`config.mk`:
```
export PLATFORM = sky130hd
export DESIGN_NAME = pwm_capture
export DESIGN_NICKNAME = d
export VERILOG_FILES = /design/src/rtl/pwm_pkg.sv /design/src/rtl/sync_edge.sv /design/src/rtl/pwm_capture.sv
export SDC_FILE = /design/constraint.sdc
export NUM_CORES = 1
export LEC_CHECK = 0
export CAP_MARGIN = 20
export CORE_ASPECT_RATIO = 1.4
export CORE_MARGIN = 1
export CORE_UTILIZATION = 34
export CTS_BUF_LIST = sky130_fd_sc_hd__clkbuf_8
export CTS_CLUSTER_DIAMETER = 200
export DETAILED_ROUTE_END_ITERATION = 12
export GPL_ROUTABILITY_DRIVEN = 0
export HOLD_SLACK_MARGIN = 0.02
export PLACE_DENSITY_LB_ADDON = 0.3
export REMOVE_ABC_BUFFERS = 1
export SLEW_MARGIN = 20
export SYNTH_ARGS = -nofsm -noshare
export SYNTH_HDL_FRONTEND = slang
export SYNTH_SLANG_ARGS = --single-unit
```
`constraint.sdc`:
```
create_clock -name clk -period 2.6 [get_ports clk]
set_clock_uncertainty 0.05 [all_clocks]
set_input_delay 0.52 -clock clk [delete_from_list [all_inputs] [get_ports clk]]
set_output_delay 0.52 -clock clk [all_outputs]
set_load 0.03 [all_outputs]
```
`src/rtl/pwm_pkg.sv`:
```
// Shared definitions for the PWM generator / capture pair.
package pwm_pkg;

    // Default generator counter width; the capture block measures with one extra bit.
    localparam int PWM_BIT_WIDTH = 16;

    // Capture FSM states.
    typedef enum logic [1:0] {
        IDLE = 2'd0,
        HIGH = 2'd1,
        LOW  = 2'd2
    } pwm_state_t;

endpackage

```
`src/rtl/sync_edge.sv`:
```
// Two-flop synchronizer for an asynchronous level, followed by a
// previous-level flop used for single-cycle rise/fall detection.
module sync_edge (
    input  logic clk,
    input  logic rst_n,
    input  logic i_async,
    output logic o_sync,
    output logic o_rise,
    output logic o_fall
);

    logic r_meta;
    logic r_sync;
    logic r_prev;

    // Synchronizer chain plus the delayed copy. Everything resets to 0, so
    // releasing reset can never look like a rising edge by itself.
    always_ff @(posedge clk or negedge rst_n) begin
        if (!rst_n) begin
            r_meta <= 1'b0;
            r_sync <= 1'b0;
            r_prev <= 1'b0;
        end else begin
            r_meta <= i_async;
            r_sync <= r_meta;
            r_prev <= r_sync;
        end
    end

    assign o_sync = r_sync;
    assign o_rise = r_sync & ~r_prev;
    assign o_fall = ~r_sync & r_prev;

endmodule

```
`src/rtl/pwm_capture.sv`:
```
// Measures high time and period of an asynchronous PWM input in clk cycles.
// A result is published on every rising edge that closes a full period, or
// as a timeout when no rising edge arrives within cnt_max cycles.
module pwm_capture
    import pwm_pkg::*;
#(
    parameter int bit_width = PWM_BIT_WIDTH
) (
    input  logic                 clk,
    input  logic                 rst_n,
    input  logic                 pwm_in,
    output logic [bit_width:0]   high_time,
    output logic [bit_width:0]   period,
    output logic                 meas_valid,
    output logic                 timeout
);

    localparam int CW = bit_width + 1;
    localparam logic [CW-1:0] cnt_max = '1;

    logic            w_sync;
    logic            w_rise;
    logic            w_fall;
    logic            w_timeout_hit;

    pwm_state_t      r_state;
    logic [CW-1:0]   r_period_cnt;
    logic [CW-1:0]   r_high_cnt;
    logic [CW-1:0]   r_idle_cnt;

    sync_edge u_sync_edge (
        .clk     (clk),
        .rst_n   (rst_n),
        .i_async (pwm_in),
        .o_sync  (w_sync),
        .o_rise  (w_rise),
        .o_fall  (w_fall)
    );

    // A rise in the same cycle wins over the timeout.
    assign w_timeout_hit = (r_idle_cnt == cnt_max) && !w_rise;

    // Cycles since the last rise or timeout. Restarting at 1 counts the restart
    // cycle itself, so stuck-input timeouts repeat exactly every cnt_max cycles
    // and the counter can never pass cnt_max.
    always_ff @(posedge clk or negedge rst_n) begin
        if (!rst_n) begin
            r_idle_cnt <= '0;
        end else if (w_rise || w_timeout_hit) begin
            r_idle_cnt <= CW'(1);
        end else begin
            r_idle_cnt <= r_idle_cnt + CW'(1);
        end
    end

    // Measurement FSM with registered results. The rise cycle counts as the
    // first high cycle and the fall cycle as the first low cycle.
    always_ff @(posedge clk or negedge rst_n) begin
        if (!rst_n) begin
            r_state      <= IDLE;
            r_period_cnt <= '0;
            r_high_cnt   <= '0;
            high_time    <= '0;
            period       <= '0;
            meas_valid   <= 1'b0;
            timeout      <= 1'b0;
        end else begin
            meas_valid <= 1'b0;
            if (w_rise) begin
                // Only a rise seen from LOW closes a complete period; from IDLE
                // any partial period is discarded.
                if (r_state == LOW) begin
                    period     <= r_period_cnt;
                    high_time  <= r_high_cnt;
                    timeout    <= 1'b0;
                    meas_valid <= 1'b1;
                end
                r_period_cnt <= CW'(1);
                r_high_cnt   <= CW'(1);
                r_state      <= HIGH;
            end else if (w_timeout_hit) begin
                period       <= '0;
                high_time    <= w_sync ? cnt_max : '0;
                timeout      <= 1'b1;
                meas_valid   <= 1'b1;
                r_period_cnt <= '0;
                r_high_cnt   <= '0;
                r_state      <= IDLE;
            end else begin
                case (r_state)
                    HIGH: begin
                        r_period_cnt <= r_period_cnt + CW'(1);
                        if (w_fall) begin
                            r_state <= LOW;
                        end else begin
                            r_high_cnt <= r_high_cnt + CW'(1);
                        end
                    end
                    LOW: begin
                        r_period_cnt <= r_period_cnt + CW'(1);
                    end
                    default: begin
                        r_period_cnt <= r_period_cnt;
                    end
                endcase
            end
        end
    end

endmodule
```
==> impl_metrics.json, run 1 <==
{
  "hold_buffers": 0,
  "fp.dieH_um": 133,
  "syn_inst": 405,
  "power_frac_seq_pct": 46.8,
  "p_per_area_mw_per_mm2": 783,
  "dieArea_mm2": 0.0126,
  "drc": 0,
  "numCtsBuffers": 9,
  "synth_flop_cell": "dfrtp_1",
  "synth.most_common_cell": "dfrtp_1",
  "hp-class": "in2async",
  "fin_cells": 600,
  "pwr-share-comb_pct": 25.7,
  "grt_pass1_wl_um": 14800,
  "avgViaCountPerCell": 5.29,
  "yosysTopAreaCellShare_pct": 55.6,
  "ctsHtreeMaxLevel": 3,
  "finalSetupViolCount": 0,
  "drive_above_1_share_pct": 8.83,
  "drt-total-wl_um": 8610,
  "net-switching-power_mw": 1.28,
  "dp.cells": 583,
  "antenna_found_initial": 0,
  "io_pins": 39,
  "grt_pass1_vias": 3123,
  "multi_input_area_mm2": 0.00169,
  "synthArstFlopShare_pct": 100,
  "finalCritPeriodShare_pct": 92.4,
  "synth_edf_count": 0,
  "swShare_pct": 32.8,
  "clk_pin_slew_ns": 0.09,
  "syn_area_per_cell_um2": 10.2,
  "cts_buffer_depth": 2,
  "pwr-share-clk_pct": 27.5,
  "ant_nets": 0,
  "drt_iter0_drc": 175,
  "core_mm2": 0.0118,
  "synth.area.top_cells": "dfrtp_1 56%, o21ai_0 5.3%, a22o_1 3.6%",
  "wire_per_inst_um": 14.3,
  "use_met2_pct": 24.6,
  "syn_to_final_growth_pct": 20.3,
  "r2r_setup_slack_ns": 0.20,
  "finalCriticalPeriod_ns": 2.40,
  "rows": 47,
  "met1_usage_pct": 18.7,
  "drv_slew": 0,
  "cts.sinks": 92,
  "synth-seq-cells": 92,
  "crit_type": "reg2reg",
  "max-cap-violations": 0,
  "worst-path-buf-inv": 1,
  "clock.fmax_mhz": 416,
  "status": "completed",
  "cts_tree": "yes",
  "insertion_delay_ns": 0.37,
  "cp-start-kind": "register",
  "ys_warn_count": 0,
  "fillCellCount": 1138,
  "netlist_area_mm2": 0.00414,
  "yosysTopAreaCell": "dfrtp_1",
  "seq_area_frac_synth_pct": 55.6,
  "n_antenna_cell": 0,
  "grt_max_degree": 49,
  "post-dp-hpwl_um": 5840,
  "tightest_slew_ns": 0.648,
  "rsz0062_at_grt": "false",
  "dr.pass1.iters": 4,
  "utilization_pct": 42.2,
  "crit_path_max_fanout": 13,
  "root_buffer": "clkbuf_8",
  "grt-busiest-layer": "met2",
  "start_util_pct": 35.0,
  "dieWidth_um": 95.3,
  "finalNetCount": 457,
  "cp_cell_sequence": "ha_1 > nand3_1 > nor4_2 > ha_2 > or3b_1 > o311ai_1 > buf_4 > or4_1 > a21oi_1",
  "maxSlewHeadroom_pct": 56.7,
  "crit_slowest_cell": "or4_1",
  "critPathTopFamily": "simple AND/OR/NAND/NOR gates",
  "irDropWorstVdd_uv": 420,
  "synthTopCellsByCount": "92 x dfrtp_1, 44 x o21ai_0, 37 x nand2_1",
  "ys_types": 44,
  "p_leak_nw": 2.13,
  "io_buffer_count": 38,
  "use_met3_pct": 3.16,
  "grt-ovfl-total": 0,
  "worstPathRequired_ns": 2.83,
  "worst_setup_path_end_kind": "register",
  "vias": 3175,
  "seqCellArea_mm2": 0.00230,
  "worstPathArrival_ns": 2.63,
  "cpPeakStageDelay_ns": 0.47,
  "intPower_mw": 2.62,
  "grt_usage_pct": 14.9,
  "hold_viol_final": 0
}
==> path summary, 6_finish.rpt <==
path                                                   start  cells past startpoint                           end
worst max-delay path                 r_idle_cnt[1]$_DFF_PN0_                      9    r_high_cnt[16]$_DFFE_PN0P_
worst min-delay path                                   rst_n                      1  u_sync_edge.r_meta$_DFF_PN0_
worst max register to register       r_idle_cnt[1]$_DFF_PN0_                      9    r_high_cnt[16]$_DFFE_PN0P_
worst min register to register  u_sync_edge.r_meta$_DFF_PN0_                      0  u_sync_edge.o_sync$_DFF_PN0_
max in group asynchronous                              rst_n                      2         period[4]$_DFFE_PN0P_
min in group clk                u_sync_edge.r_meta$_DFF_PN0_                      0  u_sync_edge.o_sync$_DFF_PN0_
==> stage by stage <==
step	setup slack [ns]	total power, mW	TNS, ns	cell area, um2	hold slack (ns)
3_5_place_dp	0.115	2.86	0	4740	0.286
5_1_grt	0.0447	4.11	0	4980	0.154
3_3_place_gp	0.202	2.84	0	4740	0.286
2_1_floorplan	-0.138	2.42	-3.03	4020	0.174
6_report	0.196	3.90	0	4980	0.118
4_1_cts	0.0871	3.95	0	4970	0.126
==> final cells by class <==
cell class	count	share of cell area, %
Tap cell	147	3.69
Timing Repair Buffer	56	10.8
Multi-Input combinational cell	278	34.0
Inverter	11	0.829
Clock inverter	7	1.98
Clock buffer	9	2.49
Sequential cell	92	46.2
==> repair_timing <==
| item | in CTS | in global routing |
|---|---|---|
| endpoints found under the hold margin | 0 | 0 |
| resized for setup | 0 | 2 |
| endpoints found under the setup margin | 0 | 29 |
| setup buffers | 0 | 1 |
==> sequential cells by signal (all words and copies together) (netlist names) <==
register            count
high_time              17
meas_valid              1
period                 17
r_high_cnt             17
r_idle_cnt             17
r_period_cnt           17
r_state                 2
timeout                 1
u_sync_edge.o_sync      1
u_sync_edge.r_meta      1
u_sync_edge.r_prev      1
==> power groups by stage <==
stage,Combinational [mW],Clock [mW],Sequential [mW]
6_report,1.00,1.07,1.83
2_1_floorplan,0.327,0,2.09
5_1_grt,1.10,1.16,1.85
3_3_place_gp,0.992,0,1.85
3_5_place_dp,1.01,0,1.85
4_1_cts,1.02,1.11,1.83
==> routing by layer <==
metal / share of wire (%) / vias up
li1: - / 1537
met4: 1.6 / 0
met2: 50 / 38
met3: 2.5 / 10
met1: 45 / 1590
met5: 0 / -
==> placed cells by master (no fill, tap or decap), drive strengths merged, types with 2 or more instances in the layout <==
cell type and count:
and3 5, xnor2 14, or4 10, nand2 37
o31ai 9, or3 10, a22o 17, clkbuf 9
o311ai 2, xor2 9, ha 6, clkinv 2
nand4 9, a31oi 2, and4 5, inv 14
a21oi 27, buf 19, o21ai 47, bufinv 2
clkdlybuf4s50 37, and3b 2, nor2b 2, nand2b 2
nor4 4, nand3 17, nor3 4, nor2 28
dfrtp 92
==> cells by family after synthesis <==
| family | share of synthesized area [%] |
|---|---|
| AO/OA/AOI/OAI | 15.9 |
| XOR/XNOR | 4.86 |
| adder cells (fa/ha/maj) | 1.81 |
| buffers and inverters | 3.90 |
| flip-flops | 55.6 |
| multiplexers | 0.242 |
| AND/OR/NAND/NOR | 17.7 |
Power figures use the tool's default switching activity.
==> inputs of run 2 (changes only) <==
--- a/config.mk
+++ b/config.mk
@@ -16,6 +16,7 @@
 export HOLD_SLACK_MARGIN = 0.02
 export PLACE_DENSITY_LB_ADDON = 0.3
 export REMOVE_ABC_BUFFERS = 1
+export SETUP_SLACK_MARGIN = 0.1
 export SLEW_MARGIN = 20
 export SYNTH_ARGS = -nofsm -noshare
 export SYNTH_HDL_FRONTEND = slang
==> run 2 against run 1 <==
Critical path depth unchanged. Non-clock buffer count increased by 9. Setup slack improved by 0.036 ns. Register-to-register slack improved by 0.04 ns. Largest power group unchanged. Highest routed layer unchanged.
==> impl_metrics.json, run 2 (synthesis gave the netlist of run 1 again) <==
{
  "cp-start-kind": "register",
  "io_buffer_count": 38,
  "top_layer": "met4",
  "finalSetupViolCount": 0,
  "io_pins": 39,
  "root_buffer": "clkbuf_8",
  "pwr-share-comb_pct": 25.9,
  "met2_wirelength_um": 4540,
  "grt_usage_pct": 14.9,
  "final_cell_area_mm2": 0.00511,
  "finalCritPeriodShare_pct": 91.1,
  "syn_to_final_growth_pct": 23.3,
  "swShare_pct": 32.9,
  "ctsHtreeMaxLevel": 3,
  "tns_ns": 0,
  "drt-total-wl_um": 8920,
  "clock.fmax_mhz": 422,
  "net-switching-power_mw": 1.28,
  "p_per_area_mw_per_mm2": 765,
  "dieWidth_um": 95.3,
  "cts_tree": "yes",
  "worstPathArrival_ns": 2.61,
  "grt_pass1_vias": 3120,
  "seqCellArea_mm2": 0.00230,
  "insertion_delay_ns": 0.37,
  "tightest_slew_ns": 0.654,
  "crit_type": "reg2reg",
  "p_total_mw": 3.91,
  "numCtsBuffers": 9,
  "core_mm2": 0.0118,
  "post-dp-hpwl_um": 5840,
  "wire_per_inst_um": 14.6,
  "hp-class": "in2async",
  "route.met3.wl_um": 282,
  "rsz0062_at_grt": "false",
  "fp.dieH_um": 133,
  "cts_buffer_depth": 2,
  "whs_ns": 0.119,
  "antenna_found_initial": 0,
  "crit_slowest_cell": "or4_4",
  "grt_pass1_wl_um": 14800,
  "dr.pass1.iters": 4,
  "cp_cell_sequence": "and3_4 > nand3_1 > nor4_2 > ha_2 > or3b_4 > o311ai_4 > buf_6 > or4_4 > a21oi_2",
  "status": "completed",
  "cpPeakStageDelay_ns": 0.47,
  "drive_above_1_share_pct": 12.3,
  "rows": 47,
  "n_antenna_cell": 0,
  "vias": 3224,
  "final_cell_mix": "92 x dfrtp_1, 44 x o21ai_0, 37 x clkdlybuf4s50_1",
  "final_common_cell": "dfrtp_1",
  "power_frac_seq_pct": 46.7,
  "clk_pin_slew_ns": 0.09,
  "finalCriticalPeriod_ns": 2.37,
  "grt_max_degree": 49,
  "crit_path_max_fanout": 6,
  "multi_input_area_mm2": 0.00174,
  "max-cap-violations": 0,
  "irDropWorstVdd_uv": 421,
  "ant_nets": 0,
  "hold_viol_final": 0,
  "pwr-share-clk_pct": 27.4,
  "p_leak_nw": 2.18,
  "finalNetCount": 466,
  "cts.sinks": 92,
  "m1WireLength_um": 3970,
  "drc": 0,
  "grt-ovfl-total": 0,
  "fillCellCount": 1122,
  "worst_setup_path_end_kind": "register",
  "avgViaCountPerCell": 5.29,
  "maxSlewHeadroom_pct": 56.3,
  "drv_slew": 0,
  "placed_cell_area_mm2": 0.00474,
  "start_util_pct": 35.0,
  "dieArea_mm2": 0.0126,
  "drt_iter0_drc": 139,
  "worstPathRequired_ns": 2.84,
  "intPower_mw": 2.62
}
[run 2: worst paths after layout]
check,cells past startpoint,from,slack [ns],endpoint
worst max-delay path,9,r_idle_cnt[12]$_DFF_PN0_,0.23,r_high_cnt[16]$_DFFE_PN0P_
worst min-delay path,1,rst_n,0.12,u_sync_edge.r_meta$_DFF_PN0_
worst max register to register,9,r_idle_cnt[12]$_DFF_PN0_,0.23,r_high_cnt[16]$_DFFE_PN0P_
worst min register to register,0,u_sync_edge.r_meta$_DFF_PN0_,0.30,u_sync_edge.o_sync$_DFF_PN0_
max in group asynchronous,2,rst_n,1.72,period[4]$_DFFE_PN0P_
min in group clk,0,u_sync_edge.r_meta$_DFF_PN0_,0.30,u_sync_edge.o_sync$_DFF_PN0_
[run 2: power by group through the flow]
stage / Sequential (mW) / Combinational [mW] / Clock (mW)
finish: 1.83 / 1.01 / 1.07
detailed placement: 1.85 / 1.01 / 0
global placement: 1.85 / 0.992 / 0
CTS: 1.83 / 1.02 / 1.11
floorplan: 2.09 / 0.327 / 0
global route: 1.85 / 1.11 / 1.16
[run 2: layout make-up]
cell class                 count  share of cell area (%)
sequential                    92                    45.1
multi-input combinational    278                    34.1
timing repair buffer          65                    12.1
tap                          147                    3.60
clock buffer                   9                    2.43
clock inverter                 7                    1.94
inverter                      11                   0.808
[run 2: routing by layer]
metal | global-route usage, % | vias up
li1 | - | 1556
met1 | 18.7 | 1611
met2 | 24.6 | 48
met3 | 3.16 | 9
met4 | 5.89 | 0
met5 | 0 | -
[run 2: stage by stage]
step,utilization (%),setup WS [ns],std cells
after global routing,43.2,0.132,609
after floorplan,-,-0.138,381
after detailed placement,40.1,0.115,583
after global placement,40.1,0.202,583
final,43.2,0.232,609
after CTS,42.0,0.105,599
[run 2: worst max-delay path, delay by kind of cell, from the launching register on]
| family | cells | cell delay, ns |
|---|---|---|
| AOI/OAI and AO/OA | 2 | 0.26 |
| adders and majority gates | 1 | 0.25 |
| buffers and inverters | 1 | 0.16 |
| and+or+nand+nor | 5 | 1.17 |
| DFF | 1 | 0.41 |
[run 2: repair_timing]
| action | CTS | global route |
|---|---|---|
| hold endpoints to repair | 0 | 0 |
| setup buffers | 0 | 8 |
| gates resized for setup | 1 | 11 |
| hold buffers | 0 | 0 |
| setup endpoints to repair | 1 | 34 |
| pin swaps | 1 | 7 |
| gates cloned | 0 | 2 |
==> inputs of run 3 (changes only) <==
--- a/config.mk
+++ b/config.mk
@@ -13,7 +13,6 @@
 export CTS_CLUSTER_DIAMETER = 200
 export DETAILED_ROUTE_END_ITERATION = 12
 export GPL_ROUTABILITY_DRIVEN = 0
-export HOLD_SLACK_MARGIN = 0.02
 export PLACE_DENSITY_LB_ADDON = 0.3
 export REMOVE_ABC_BUFFERS = 1
 export SETUP_SLACK_MARGIN = 0.1
==> results of run 3 <==
Final layout, timing and power as in run 2 (identical DEF).
==> edit 1 (settings of run 2) <==
Change the package constant `PWM_BIT_WIDTH` from 16 to 24.
--- a/src/rtl/pwm_pkg.sv
+++ b/src/rtl/pwm_pkg.sv
@@ -3,5 +3,5 @@
 
     // Default generator counter width; the capture block measures with one extra bit.
-    localparam int PWM_BIT_WIDTH = 16;
+    localparam int PWM_BIT_WIDTH = 24;
 
     // Capture FSM states.
Interface: changed (resized high_time and period); port bits go from 39 to 55. The function was not compared with the original's and may differ.
==> edit 1 against run 2 <==
- design area up 46%
- setup slack better by 68 ps
- synthesized area up 47%
- critical path depth down 2
- power up 53%
- synthesized cell count up 48%
- critical path type unchanged
- cell count up 50%
- wire length up 45%
- sequential cell count up 40
==> edit 1: results (changes against run 2) <==
sequential power share=42.8% (-3.9 points); initial DRC count=186 (+34%); Post-Route WL=12.9 mm (+45%); Adder-Cell Fraction of Synth Area=1.19% (-0.62 points); fraction of area in multi-input gates=34.0% (-0.089 points); arrival time worst endpoint=2600 ps (about the same); NonClk Buf Share=9.47% (-2.6 points); Crit Path Max Fanout=24 (+18); max incr delay on CP=510 ps (+40 ps); Buffers excl. clock=71 (+9.2%); multi-input gates=398 (+43%); IO buf count=54 (+42%); post-cts sizing count=0 (-1); vias=4565 (+42%); Fillers=1663 (+48%); sequential area share after synthesis=54.1% (-1.5 points); peak supply drop=335 uV (-20%); Synth async-reset ratio=100% (unchanged); clk tree area frac=6.14% (+1.8 points); total CTS buffers=17 (+8); Area growth syn-to-layout=22.0%; crit path launch=r_idle_cnt[0]$_DFF_PN0_; post-synthesis compound-gate area fraction=11.7% (-4.2 points); invs w/o clock=42 (+31); GR Util All Layers=15.0% (+0.094 points); mux contribution to synthesized area=4.42% (+4.2 points); Hold WC Path Type=reg -> reg; setup slack at placement=244 ps (+129 ps); Post-CTS Hold Fix Bufs=1 (+1); Power Combinational=1.44 mW (+43%); vias in the first global route=4522 (+45%); Logic pwr share=24.0% (-1.9 points); dpl hpwl=8.75 mm (+50%); CP max-delay cell=or4_1; largest net degree at the start of global routing=44 (-10%); P_sw=1.88 mW (+46%); first-pass GRT wire length=22.0 mm (+49%); register area=3300 um2 (+43%); Reg2Reg Setup Slack=300 ps (+70 ps); slew of the pin with the lowest slew margin=1030 ps (+375 ps); P_leak=3.12 nW (+43%); final-stage net count=670 (+44%); seq_cells=132 (+43%); vias per cell=5.01 (-5.3%); Post-Synth XOR/XNOR Area=6.31% (+1.4 points); # H-tree levels=4 (+1); worst r2r src=r_idle_cnt[0]$_DFF_PN0_; status=finished, final reports clean; commonest cells in the synthesized netlist=dfrtp_1, nor2_1, o21ai_0; Clock Latency Late Sink=440 ps (+70 ps); reg2reg path depth=7 (-2); worst flop-to-flop path endpoint=r_high_cnt[13]$_DFFE_PN0P_; clock buffers=18 (+9)
[edit 1: cell types whose count changed after synthesis, moves of 9 or more]
cell and delta:
nor2_1 +26, xor2_1 +9, xnor2_1 +12, nor3_1 +9
or3_1 +9, a22o_1 +9, dfrtp_1 +40, clkbuf_1 +9
inv_1 +30, mux2i_1 +26
[edit 1: how the worst max path moves through the flow]
stage                                            end  cells after the start  slack, ps
after floorplan            r_high_cnt[5]$_DFFE_PN0P_                      6        -90
after global placement     r_high_cnt[7]$_DFFE_PN0P_                      7        300
after detailed placement  r_high_cnt[13]$_DFFE_PN0P_                      7        240
after CTS                 r_high_cnt[13]$_DFFE_PN0P_                      7        180
after global routing       r_high_cnt[7]$_DFFE_PN0P_                      7        160
final                     r_high_cnt[13]$_DFFE_PN0P_                      7        300
[edit 1: routing by layer]
metal / vias up / routed length, um / GRT usage [%]
met1: 2270 / 5920 / 19.1
met5: - / 0 / 0
met2: 63 / 6460 / 24.8
met3: 10 / 326 / 3.02
met4: 0 / 201 / 5.73
li1: 2222 / - / -
==> edit 2 (settings of run 2) <==
Without the edit above. Add an input register stage for `pwm_in`; this delays it by one clock.
--- a/src/rtl/pwm_capture.sv
+++ b/src/rtl/pwm_capture.sv
@@ -19,4 +19,10 @@
     localparam logic [CW-1:0] cnt_max = '1;
 
+    logic pwm_q;
+
+    always_ff @(posedge clk) begin
+        pwm_q <= pwm_in;
+    end
+
     logic            w_sync;
     logic            w_rise;
@@ -32,5 +38,5 @@
         .clk     (clk),
         .rst_n   (rst_n),
-        .i_async (pwm_in),
+        .i_async (pwm_q),
         .o_sync  (w_sync),
         .o_rise  (w_rise),
Function: changed (Yosys sat finds a counterexample within 10 cycles, from zero or initial values and one cycle with rst_n low).
==> edit 2 against run 2 <==
- synthesized area increased by 1.5%
- worst hold slack got worse by 88 ps
- sequential cell count increased by 1
- design area decreased by 1.2%
- wire length increased by 1.3%
- power increased by 1.3%
- setup slack got worse by 11 ps
- combinational power increased by 4%
==> edit 2: results (changes against run 2) <==
setup slack at placement=111 ps (-3.56 ps); Synth async-reset ratio=98.9% (-1.1 points); invs w/o clock=9 (-2); peak supply drop=439 uV (+4.4%); P_sw=1.32 mW (+3.0%); GR Util met3=3.54% (+0.38 points); P_int=2.64 mW (+0.52%); distinct cell type count after synthesis=47 (+6.8%); Area after DPL=4780 um2 (+0.69%); sequential area share after synthesis=55.2% (-0.35 points); status=finished, final reports clean; Power Combinational=1.05 mW (+4%); largest net degree at the start of global routing=42 (-14%); vias per cell=5.44 (+2.7%); layout cells sized above 1=9.39% (-2.9 points); arrival time worst endpoint=2630 ps (+20 ps); Buffers excl. clock=53 (-18%); M1 WL=4.00 mm (+0.86%); met2 wire len=4.48 mm (-1.3%); WL met3=322 um (+14%); first-pass GRT wire length=15.7 mm (+6.4%); Die Width=96.0 um (+0.74%); vias=3290 (+2.0%); initial DRC count=193 (+39%); Synth Instances=411 (+1.5%); clock sink count=93 (+1.1%); Post-Route WL=9.03 mm (+1.3%); max incr delay on CP=510 ps (+40 ps); P_leak=2.13 nW (-2.0%); largest cells by area after synthesis=dfrtp_1, o21ai_0, a22o_1, nand2_1, a21oi_1; final-stage net count=462 (-0.86%); sequential share of cell area=46.0% (+0.94 points); Fillers=1136 (+1.2%)
edit 2: cell count changes in the layout (fill, tap and decap cells not counted), sizes merged, moves of 2 or more:
cell                  run 2  this run
nand3                    17        19
o21ai                    47        44
clkinvlp                  0         2
nor2                     28        30
a21o                      0         3
clkdlybuf4s15             2         0
nand2                    37        39
buf                      26        16
o311ai                    2         0
inv                      14        10
or3                      10         8
edit 2: path summary, 6_finish.rpt:
path | start | endpoint | slack, ps | depth (start not counted)
worst min-delay path | rst_n | period[13]$_DFFE_PN0P_ | 30 | 1
worst max register to register | r_idle_cnt[12]$_DFF_PN0_ | r_high_cnt[12]$_DFFE_PN0P_ | 220 | 8
worst min register to register | pwm_q$_DFF_P_ | u_sync_edge.r_meta$_DFF_PN0_ | 290 | 0
max in group asynchronous | rst_n | u_sync_edge.o_sync$_DFF_PN0_ | 1820 | 2
min in group clk | pwm_q$_DFF_P_ | u_sync_edge.r_meta$_DFF_PN0_ | 290 | 0
worst max-delay path | r_idle_cnt[12]$_DFF_PN0_ | r_high_cnt[12]$_DFFE_PN0P_ | 220 | 8
edit 2: repair_timing:
| action | CTS | global route |
|---|---|---|
| pin swaps | 0 | 3 |
| resized for setup | 2 | 2 |
| buffers inserted | 0 | 2 |
| gates cloned | 0 | 2 |
| endpoints found under the setup margin | 3 | 9 |
edit 2: kinds of logic after synthesis:
group	count (synthesis)	share of synthesized area, %
fa+ha+maj	6	1.79
mux	1	0.238
xor+xnor	23	4.79
buf+inv	33	3.66
compound gates	109	16.1
simple gates	146	18.2
flops	93	55.2
edit 2: worst max-delay path: cells and delay by family, from the launching register on:
family / cells / cell delay (ps)
AND/OR/NAND/NOR: 5 / 1180
AO/OA/AOI/OAI: 2 / 420
flip-flops: 1 / 400
adder cells (fa/ha/maj): 1 / 260
